### config.mk
export PLATFORM = sky130hd
export DESIGN_NAME = alarm_clock_core
export DESIGN_NICKNAME = d
export VERILOG_FILES = /design/src/rtl/alarm_clock_core.sv
export SDC_FILE = /design/constraint.sdc
export NUM_CORES = 1
export LEC_CHECK = 0
export ABC_AREA = 1
export BUFFER_PORTS_ARGS = -buffer_cell sky130_fd_sc_hd__buf_2
export CORE_UTILIZATION = 65
export DETAILED_ROUTE_END_ITERATION = 8
export HOLD_SLACK_MARGIN = 0.08
export PLACE_DENSITY_LB_ADDON = 0.12
export SLEW_MARGIN = 20
export SYNTH_ARGS = -nofsm -noshare
export SYNTH_HDL_FRONTEND = slang
export SYNTH_SLANG_ARGS = --single-unit
### constraint.sdc
create_clock -name CLK100MHZ -period 6.6 [get_ports CLK100MHZ]
set_clock_uncertainty 0.05 [all_clocks]
set_input_delay 0.99 -clock CLK100MHZ [delete_from_list [all_inputs] [get_ports CLK100MHZ]]
set_output_delay 0.99 -clock CLK100MHZ [all_outputs]
set_load 0.03 [all_outputs]
### src/rtl/alarm_clock_core.sv
// Time-of-day engine: hh:mm:ss counter, four display modes, N hh:mm alarms with ring/auto-silence.
// Optional snooze support is built when ALARM_SNOOZE_EN is defined.
module alarm_clock_core #(
  parameter int unsigned CLK_HZ       = 100_000_000,
  parameter int unsigned N_ALARMS     = 2,
  parameter int unsigned RING_SECONDS = 60,
  parameter int unsigned SNOOZE_MIN   = 9,
  localparam int unsigned AW          = (N_ALARMS > 1) ? $clog2(N_ALARMS) : 1
) (
  input  logic                CLK100MHZ,
  input  logic                reset,
  input  logic                mode_bttn,
  input  logic [1:0]          position,
  input  logic                add,
  input  logic                sub,
  input  logic [AW-1:0]       alarm_sel,
  input  logic [N_ALARMS-1:0] alarm_en,
  input  logic                dismiss,
  input  logic                snooze,
  output logic [1:0]          current_mode,
  output logic [7:0]          disp_hours,
  output logic [7:0]          disp_minutes,
  output logic [7:0]          disp_seconds,
  output logic                am_pm,
  output logic [N_ALARMS-1:0] ringing,
  output logic                sec_tick
);

  localparam int unsigned PW = (CLK_HZ > 1) ? $clog2(CLK_HZ) : 1;
  localparam logic [PW-1:0] PrescMax = PW'(CLK_HZ - 1);

  typedef enum logic [1:0] {Mode24h = 2'b00, ModeSet = 2'b01, ModeAlarm = 2'b10, Mode12h = 2'b11}
    mode_e;

  mode_e                    mode_q, mode_d;
  logic [PW-1:0]            presc_q, presc_d;
  logic [5:0]               hour_q, hour_d, min_q, min_d, sec_q, sec_d;
  logic [N_ALARMS-1:0][5:0] al_h_q, al_h_d, al_m_q, al_m_d;
  logic [N_ALARMS-1:0]      ring_q, ring_d;
  logic [N_ALARMS-1:0][7:0] cnt_q, cnt_d;
  logic                     tick_q;
  logic [1:0]               cur_mode_q;
  logic [7:0]               dh_q, dm_q, ds_q;
  logic                     pm_q;

  logic       tick, edit_up, edit_dn, edit;
  logic [5:0] nh, nm, ns;
  logic [AW-1:0] sel;
  logic [5:0] dh, dm, ds;

`ifdef ALARM_SNOOZE_EN
  logic [N_ALARMS-1:0]      snz_q, snz_d;
  logic [N_ALARMS-1:0][5:0] snz_h_q, snz_h_d, snz_m_q, snz_m_d;
  logic [6:0]               tgt_m;
  logic [5:0]               tgt_h;
`else
  logic unused_snooze;
  assign unused_snooze = snooze;
`endif

  function automatic logic [5:0] wrap_step(input logic [5:0] v, input logic [5:0] lim,
                                           input logic up, input logic dn);
    logic [5:0] r;
    r = v;
    if (up && !dn) r = (v == lim - 6'd1) ? 6'd0 : v + 6'd1;
    else if (dn && !up) r = (v == 6'd0) ? lim - 6'd1 : v - 6'd1;
    return r;
  endfunction

  always_comb begin
    mode_d = mode_q;
    if (mode_bttn) begin
      unique case (mode_q)
        Mode24h:   mode_d = ModeSet;
        ModeSet:   mode_d = ModeAlarm;
        ModeAlarm: mode_d = Mode12h;
        Mode12h:   mode_d = Mode24h;
        default:   mode_d = Mode24h;
      endcase
    end

    tick    = (mode_q != ModeSet) && (presc_q == PrescMax);
    presc_d = (mode_q == ModeSet || tick) ? '0 : presc_q + 1'b1;

    // A mode press swallows any simultaneous edit.
    edit_up = add & ~sub & ~mode_bttn;
    edit_dn = sub & ~add & ~mode_bttn;
    edit    = edit_up | edit_dn;

    sel = (32'(alarm_sel) >= N_ALARMS) ? '0 : alarm_sel;

    ns = (sec_q == 6'd59) ? 6'd0 : sec_q + 6'd1;
    nm = min_q;
    nh = hour_q;
    if (sec_q == 6'd59) begin
      nm = (min_q == 6'd59) ? 6'd0 : min_q + 6'd1;
      if (min_q == 6'd59) nh = (hour_q == 6'd23) ? 6'd0 : hour_q + 6'd1;
    end

    hour_d = hour_q;
    min_d  = min_q;
    sec_d  = sec_q;
    if (tick) begin
      hour_d = nh;
      min_d  = nm;
      sec_d  = ns;
    end else if (mode_q == ModeSet) begin
      case (position)
        2'b00:   hour_d = wrap_step(hour_q, 6'd24, edit_up, edit_dn);
        2'b01:   min_d  = wrap_step(min_q, 6'd60, edit_up, edit_dn);
        2'b10:   sec_d  = wrap_step(sec_q, 6'd60, edit_up, edit_dn);
        default: ;
      endcase
    end

`ifdef ALARM_SNOOZE_EN
    tgt_m = {1'b0, min_q} + 7'(SNOOZE_MIN);
    tgt_h = hour_q;
    if (tgt_m >= 7'd60) begin
      tgt_m = tgt_m - 7'd60;
      tgt_h = (hour_q == 6'd23) ? 6'd0 : hour_q + 6'd1;
    end
    snz_d   = snz_q;
    snz_h_d = snz_h_q;
    snz_m_d = snz_m_q;
`endif

    al_h_d = al_h_q;
    al_m_d = al_m_q;
    ring_d = ring_q;
    cnt_d  = cnt_q;
    dh     = hour_q;
    dm     = min_q;
    ds     = sec_q;
    for (int i = 0; i < int'(N_ALARMS); i++) begin
      if (mode_q == ModeAlarm && AW'(i) == sel) begin
        dh = al_h_q[i];
        dm = al_m_q[i];
        ds = 6'd0;
        if (edit && !position[1]) begin
          if (position[0]) al_m_d[i] = wrap_step(al_m_q[i], 6'd60, edit_up, edit_dn);
          else             al_h_d[i] = wrap_step(al_h_q[i], 6'd24, edit_up, edit_dn);
`ifdef ALARM_SNOOZE_EN
          snz_d[i] = 1'b0;
`endif
        end
      end

      if (tick && ring_q[i]) begin
        if ({1'b0, cnt_q[i]} + 9'd1 >= 9'(RING_SECONDS)) ring_d[i] = 1'b0;
        else cnt_d[i] = cnt_q[i] + 8'd1;
      end
      if (tick && alarm_en[i] && ns == 6'd0 && nm == al_m_q[i] && nh == al_h_q[i]) begin
        ring_d[i] = 1'b1;
        cnt_d[i]  = 8'd0;
      end
`ifdef ALARM_SNOOZE_EN
      if (tick && snz_q[i] && ns == 6'd0 && nm == snz_m_q[i] && nh == snz_h_q[i]) begin
        ring_d[i] = 1'b1;
        cnt_d[i]  = 8'd0;
        snz_d[i]  = 1'b0;
      end
      if (snooze && ring_q[i]) begin
        ring_d[i]  = 1'b0;
        snz_d[i]   = 1'b1;
        snz_h_d[i] = tgt_h;
        snz_m_d[i] = tgt_m[5:0];
      end
      if (dismiss || !alarm_en[i]) snz_d[i] = 1'b0;
`endif
      if (dismiss || !alarm_en[i]) ring_d[i] = 1'b0;
    end

    if (mode_q == Mode12h) begin
      if (dh == 6'd0) dh = 6'd12;
      else if (dh > 6'd12) dh = dh - 6'd12;
    end
  end

  always_ff @(posedge CLK100MHZ or posedge reset) begin
    if (reset) begin
      mode_q     <= Mode24h;
      presc_q    <= '0;
      hour_q     <= '0;
      min_q      <= '0;
      sec_q      <= '0;
      al_h_q     <= '0;
      al_m_q     <= '0;
      ring_q     <= '0;
      cnt_q      <= '0;
      tick_q     <= 1'b0;
      cur_mode_q <= 2'b00;
      dh_q       <= '0;
      dm_q       <= '0;
      ds_q       <= '0;
      pm_q       <= 1'b0;
    end else begin
      mode_q     <= mode_d;
      presc_q    <= presc_d;
      hour_q     <= hour_d;
      min_q      <= min_d;
      sec_q      <= sec_d;
      al_h_q     <= al_h_d;
      al_m_q     <= al_m_d;
      ring_q     <= ring_d;
      cnt_q      <= cnt_d;
      tick_q     <= tick;
      cur_mode_q <= mode_q;
      dh_q       <= {2'b00, dh};
      dm_q       <= {2'b00, dm};
      ds_q       <= {2'b00, ds};
      // PM is judged on the 24-hour value, before the 12-hour remap.
      pm_q       <= (mode_q == ModeAlarm) ? (dh >= 6'd12) : (hour_q >= 6'd12);
    end
  end

`ifdef ALARM_SNOOZE_EN
  always_ff @(posedge CLK100MHZ or posedge reset) begin
    if (reset) begin
      snz_q   <= '0;
      snz_h_q <= '0;
      snz_m_q <= '0;
    end else begin
      snz_q   <= snz_d;
      snz_h_q <= snz_h_d;
      snz_m_q <= snz_m_d;
    end
  end
`endif

  assign current_mode = cur_mode_q;
  assign disp_hours   = dh_q;
  assign disp_minutes = dm_q;
  assign disp_seconds = ds_q;
  assign am_pm        = pm_q;
  assign ringing      = ring_q;
  assign sec_tick     = tick_q;

endmodule

* Yosys cells after proc, flatten, opt, wreduce, memory -nomap -nowiden
Index checks and enable logic that the tools add are counted.
Widths: inputs -> output; s select.
** Word-level totals
- Register bits :: 111
- Output and inout bits :: 30
- Logic and storage cells :: 198
- Input bits :: 12
** Operators by class
- Magnitude comparators :: 5
- Multiplexer cells :: 66
- Equal/unequal tests :: 20
- Bitwise operators :: 10
- Reductions and logical operators :: 58
- Add/sub/neg operators :: 20
** Operator list (number)
- $mux 6 :: 49
- $logic_not 6->1 :: 9
- $mux 8 :: 6
- $add 6x1->6 const B :: 7
- $sub 6x1->6 const B :: 7
- $add 27x1->27 const B :: 1
- $eq 27x27->1 const B :: 1
- $mux 27 :: 1
- $eq 6x6->1 :: 4
- $eq 6x6->1 const B :: 4
- $add 8x1->9 const B :: 2
- $eq 6x5->1 const B :: 3
- $ge 9x6->1 const B :: 2
- $add 8x1->8 const B :: 2
- $logic_and 1x1->1 :: 16
- $reduce_and 4->1 :: 4
- $reduce_bool 3->1 :: 5
- $reduce_bool 2->1 :: 7
- $ge 6x4->1 const B :: 2
- $mux 1 :: 9
- $reduce_and 3->1 :: 3
- $pmux 2 s4 :: 1
- $reduce_and 2->1 :: 4
- $eq 2x2->1 const B :: 3
- 10 further kinds :: 27

* Depth between registers and ports, before layout
- Word-level depth :: 10
- Mapped depth :: 16
- Depth with buffers taken out :: 15

* Worst setup path after synthesis
No wires, ideal clock.
- Kind :: input to register
- Start :: input port mode_bttn
- End :: register min_q[3]
- Buffers on the path :: 1
- Required time :: 6.420 ns
- Stages :: 11
- Path slack :: 3.856 ns
- Library setup time :: 0.130 ns
- Arrival :: 2.564 ns
- Path through :: nor3_1 -> inv_1 -> ha_1 -> buf_2 -> clkinv_1 -> nand2_2 -> or2_1 -> nand3_1 -> clkinv_1 -> o21ai_0 -> o21ai_0
** Between the ends
- Cells in the longest elaborated chain, start to end :: 8
- Elaborated cells between the ends (all ways) :: 13
- Classes of those cells :: mux (4); bitwise (3); reduce/logical (6)
** RTL lines
- from (decl) :: RTL line 12 : input logic mode_bttn,
- $not 1->1 * :: RTL line 86, 87
- $and 1x1->1 :: RTL line 87 : edit_dn = sub & ~add & ~mode_bttn;
- $logic_not 1->1 :: RTL line 65 : if (up && !dn) r = (v == lim - 6'd1) ? 6'd0 : v + 6'd1;
- $logic_and 1x1->1 :: RTL line 65
- $mux 6 :: RTL line 65
- $mux 6 :: RTL line 108 : case (position)
- $mux 6 :: RTL line 107 : end else if (mode_q == ModeSet) begin
- $mux 6 :: RTL line 103 : if (tick) begin
- to (signal assigned) :: RTL line 201 : min_q <= min_d;
- to (decl) :: RTL line 37 : logic [5:0] hour_q, hour_d, min_q, min_d, sec_q, sec_d;
Every way passes the cells marked *; elsewhere a longest branch is shown, timed or not. The select of a mux whose other input is x is not followed.
A chain may end at the register's enable or synchronous reset.

* Final worst setup path
- Start :: input port mode_bttn
- End :: register sec_q[2]
** Between the ends
- Cells in the longest elaborated chain, start to end :: 8
- Elaborated cells between the ends (all ways) :: 13
- Classes of those cells :: mux (4); bitwise (3); reduce/logical (6)
** RTL lines
- $not 1->1 * :: RTL line 86, 87
- $and 1x1->1 :: RTL line 87
- $logic_not 1->1 :: RTL line 65
- $logic_and 1x1->1 :: RTL line 65
- $mux 6 :: RTL line 65
- $mux 6 :: RTL line 108
- $mux 6 :: RTL line 107
- $mux 6 :: RTL line 103
- to (signal assigned) :: RTL line 186 : sec_q <= '0;
- to (signal assigned) :: RTL line 202 : sec_q <= sec_d;
- to (decl) :: RTL line 37
Marks and branches as above.

==> flow_summary.yaml <==
status:
  status: "finished clean"
synthesis:
  async_flop_share_pct: 100
  ys_types: 46
  synthTopCellsByArea: "dfrtp_1 (35%), nand2_1 (12%), nand3_1 (7.2%), nor2_1 (6.3%), inv_1 (6.2%)"
  synthCells: 1140
  ys.flop_type: "dfrtp_1"
  synth_edf_count: 0
  yosys.area_share.simple_pct: 33.7
  ys_seq_area_share_pct: 34.6
  synth_mux_area_share_pct: 0
  synth_adder_area_share_pct: 5.30
  ys_ff_latch: 111
  yosysTopAreaCell: "dfrtp_1"
  synth_xor_area_share_pct: 4.47
  syn_area_sq_mm: 0.00803
  syn_area_per_cell_sq_um: 7.04
  yosysTopAreaCellShare_pct: 34.6
  synth_top_family_by_area: "simple AND/OR/NAND/NOR gates"
  synth-compound-area-share_pct: 12.6
  yosysWarnings: 0
placement:
  post-place-cells: 1294
  dp_slack_ns: 2.59
  port-buffer-count: 34
  dp_hpwl_microns: 13900
  place_congestion: 0.951
sta:
  finalHoldViolations: 0
  fin_crit_sh_pct: 56.4
  finalWorstSetupSlack_ns: 2.88
  fmax_mhz: 269
  rsz0062_at_grt: "false"
  holdWs_ns: 0.403
  worstMarginPinSlew_ns: 0.944
  min_period_ns: 3.72
  max_slew_margin_pct: 37.0
  tns_ns: 0
  finalSetupViolCount: 0
  maxSlewViolCount: 0
final_layout:
  seq_area_sq_mm: 0.00278
  stdcell_count: 1310
  nFillCells: 1015
  final_common_cell: "nand2_1"
  antennaDiodeCount: 0
  final_layout_size_suffix_gt1_share_pct: 8.51
  multi_input_area_sq_mm: 0.00453
  final_cell_mix: "nand2_1 (246), nor2_1 (135), inv_1 (131)"
  area_growth_pct: 6.38
  layout.nets: 1204
cts:
  cts.clk_slew.worst_paths_ns: 0.07
  clockBufferDepth: 2
  clk-insertion-delay-late_ns: 0.36
  ctsResizeCount: 0
  clock_sinks: 111
  cts-buffers-inserted: 9
  cts_tree: "built"
  cts_hold_buf: 0
  root_buffer: "clkbuf_16"
  h-tree-depth: 3
  postCtsSetupBuffers: 0
power:
  power_density_mw_per_mm2: 333
  p_int_mw: 1.55
  power_frac_comb_pct: 44.7
  seqPwrFrac_pct: 35.2
  pwr-share-clk_pct: 20.1
  ir_drop_v: 0.000212
  total_leakage_power_nw: 4.20
  p_sw_share_pct: 45.4
  p_switching_mw: 1.29
die:
  fp.coreArea_sq_mm: 0.0120
  die-area_sq_mm: 0.0128
  boundaryPins: 42
  rows: 40
  die_x_microns: 113
  die_height_microns: 113
  initial_core_util_pct: 66.8
worst_setup_path:
  critical_path.max_fanout: 19
  crit_buf_inv: 4
  endpoint_kind: "register"
  crit_type: "in2reg"
  path_cells: "buf_2, nor3_1, ha_1, buf_4, clkinv_1, nand2_2, or2_1, nand2_1, inv_1, o21ai_0, o21ai_0"
  max_stage_delay_ns: 0.62
  crit_top_cell: "o21ai_0"
  cpMaxStageDelayCell: "clkinv_1"
  crit_arrival_ns: 3.95
  crit_path_start_kind: "primary input"
  cp.depth: 11
  cp_top_family: "simple AND/OR/NAND/NOR gates"
  ff2ff_path_depth: 12
  worstPathRequired_ns: 6.83
routing:
  drcViolationCount: 0
  first_pass_iters: 6
  ant_nets: 0
  viasPerCell: 5.75
  num_vias: 7532
  drt-total-wl_microns: 18900
  wl_per_cell_microns: 14.4
  drt_iter0_drc: 782
global_routing:
  overflow: 0
  grt_max_degree: 75
  grt_pass1_wl_microns: 32000
  antenna_found_initial: 0
  grt_pass1_vias: 6684
  track_usage_pct: 31.4
worst_hold_path:
  whs_path_depth: 0
  worst_hold_path_type: "reg2reg"
job:
  max_cap_viol_count: 0
==> area by class of cell <==
cell class	count	share of cell area (%)
timing repair buffer	38	2.35
tap	147	2.15
inverter	140	6.26
clock buffer	9	2.64
multi-input combinational	858	53.0
clock inverter	7	1.04
sequential	111	32.5
==> flip-flops by register name, summed over array words and instances, names as in the netlist <==
signal and cells:
al_h_q 12, al_m_q 12, am_pm 1, cnt_q 16, current_mode 2, disp_hours 6, disp_minutes 6, disp_seconds 6
hour_q 6, min_q 6, mode_q 2, presc_q 27, ringing 2, sec_q 6, sec_tick 1
==> worst reg2reg max path, delay by kind of cell (launching register included) <==
family	cells	cell delay [ns]
AND/OR/NAND/NOR	3	0.98
buffers and inverters	5	0.86
flip-flops	1	0.42
AO/OA/AOI/OAI	3	0.48
adder cells (fa/ha/maj)	1	0.16
==> power by group through the flow <==
stage	Combinational, mW	Sequential [mW]	Clock, mW
global route	1.43	1.02	0.609
global placement	1.23	1.01	0
finish	1.27	0.999	0.572
detailed placement	1.26	1.00	0
floorplan	0.943	1.05	0
CTS	1.26	0.995	0.585
==> routing by layer <==
| layer | wire (microns) | share of wire, % | GRT usage [%] | vias up |
|---|---|---|---|---|
| li1 | - | - | - | 3789 |
| met1 | 8650 | 46 | 44.1 | 3433 |
| met2 | 8560 | 45 | 49.3 | 276 |
| met3 | 1330 | 7.0 | 6.37 | 34 |
| met4 | 380 | 2.0 | 8.86 | 0 |
| met5 | 0 | 0 | 0 | - |
==> synth_stat cells (10+ instances only) <==
cell type  count
xor2_1        33
dfrtp_1      111
nand2_2       11
nor2_2        10
nand2_1      246
nor2_1       135
o21ai_0       83
a21oi_1       43
nor3_1        34
inv_1        132
ha_1          34
o221ai_1      11
nand3_1      116
clkbuf_1      14
nand4_1       21
==> kinds of logic (layout without fill, tap and decap cells) <==
| logic type | after synthesis | in the layout |
|---|---|---|
| simple gates | 600 | 600 |
| compound gates | 177 | 177 |
| buf+inv | 176 | 194 |
| flops | 111 | 111 |
| xor+xnor | 41 | 41 |
| fa+ha+maj | 34 | 34 |
| other cells | 1 | 6 |
==> metrics by stage <==
stage	cell area [sq um]	power, mW	util (%)
final	8540	2.84	71.1
after global routing	8540	3.06	71.1
after CTS	8530	2.84	71.0
after detailed placement	8220	2.26	68.4
after global placement	8220	2.24	68.4
after floorplan	8040	1.99	-
==> worst paths after layout <==
path | startpoint | end | slack [ns]
max | mode_bttn | sec_q[2] | 2.88
min | mode_q[0] | current_mode[0] | 0.40
max reg2reg | mode_q[0] | al_m_q[10] | 3.53
min reg2reg | mode_q[0] | current_mode[0] | 0.40
max in group asynchronous | reset | al_h_q[10] | 4.61
min in group asynchronous | reset | presc_q[23] | 0.59
Note: power is estimated with default switching activity, not from simulation.
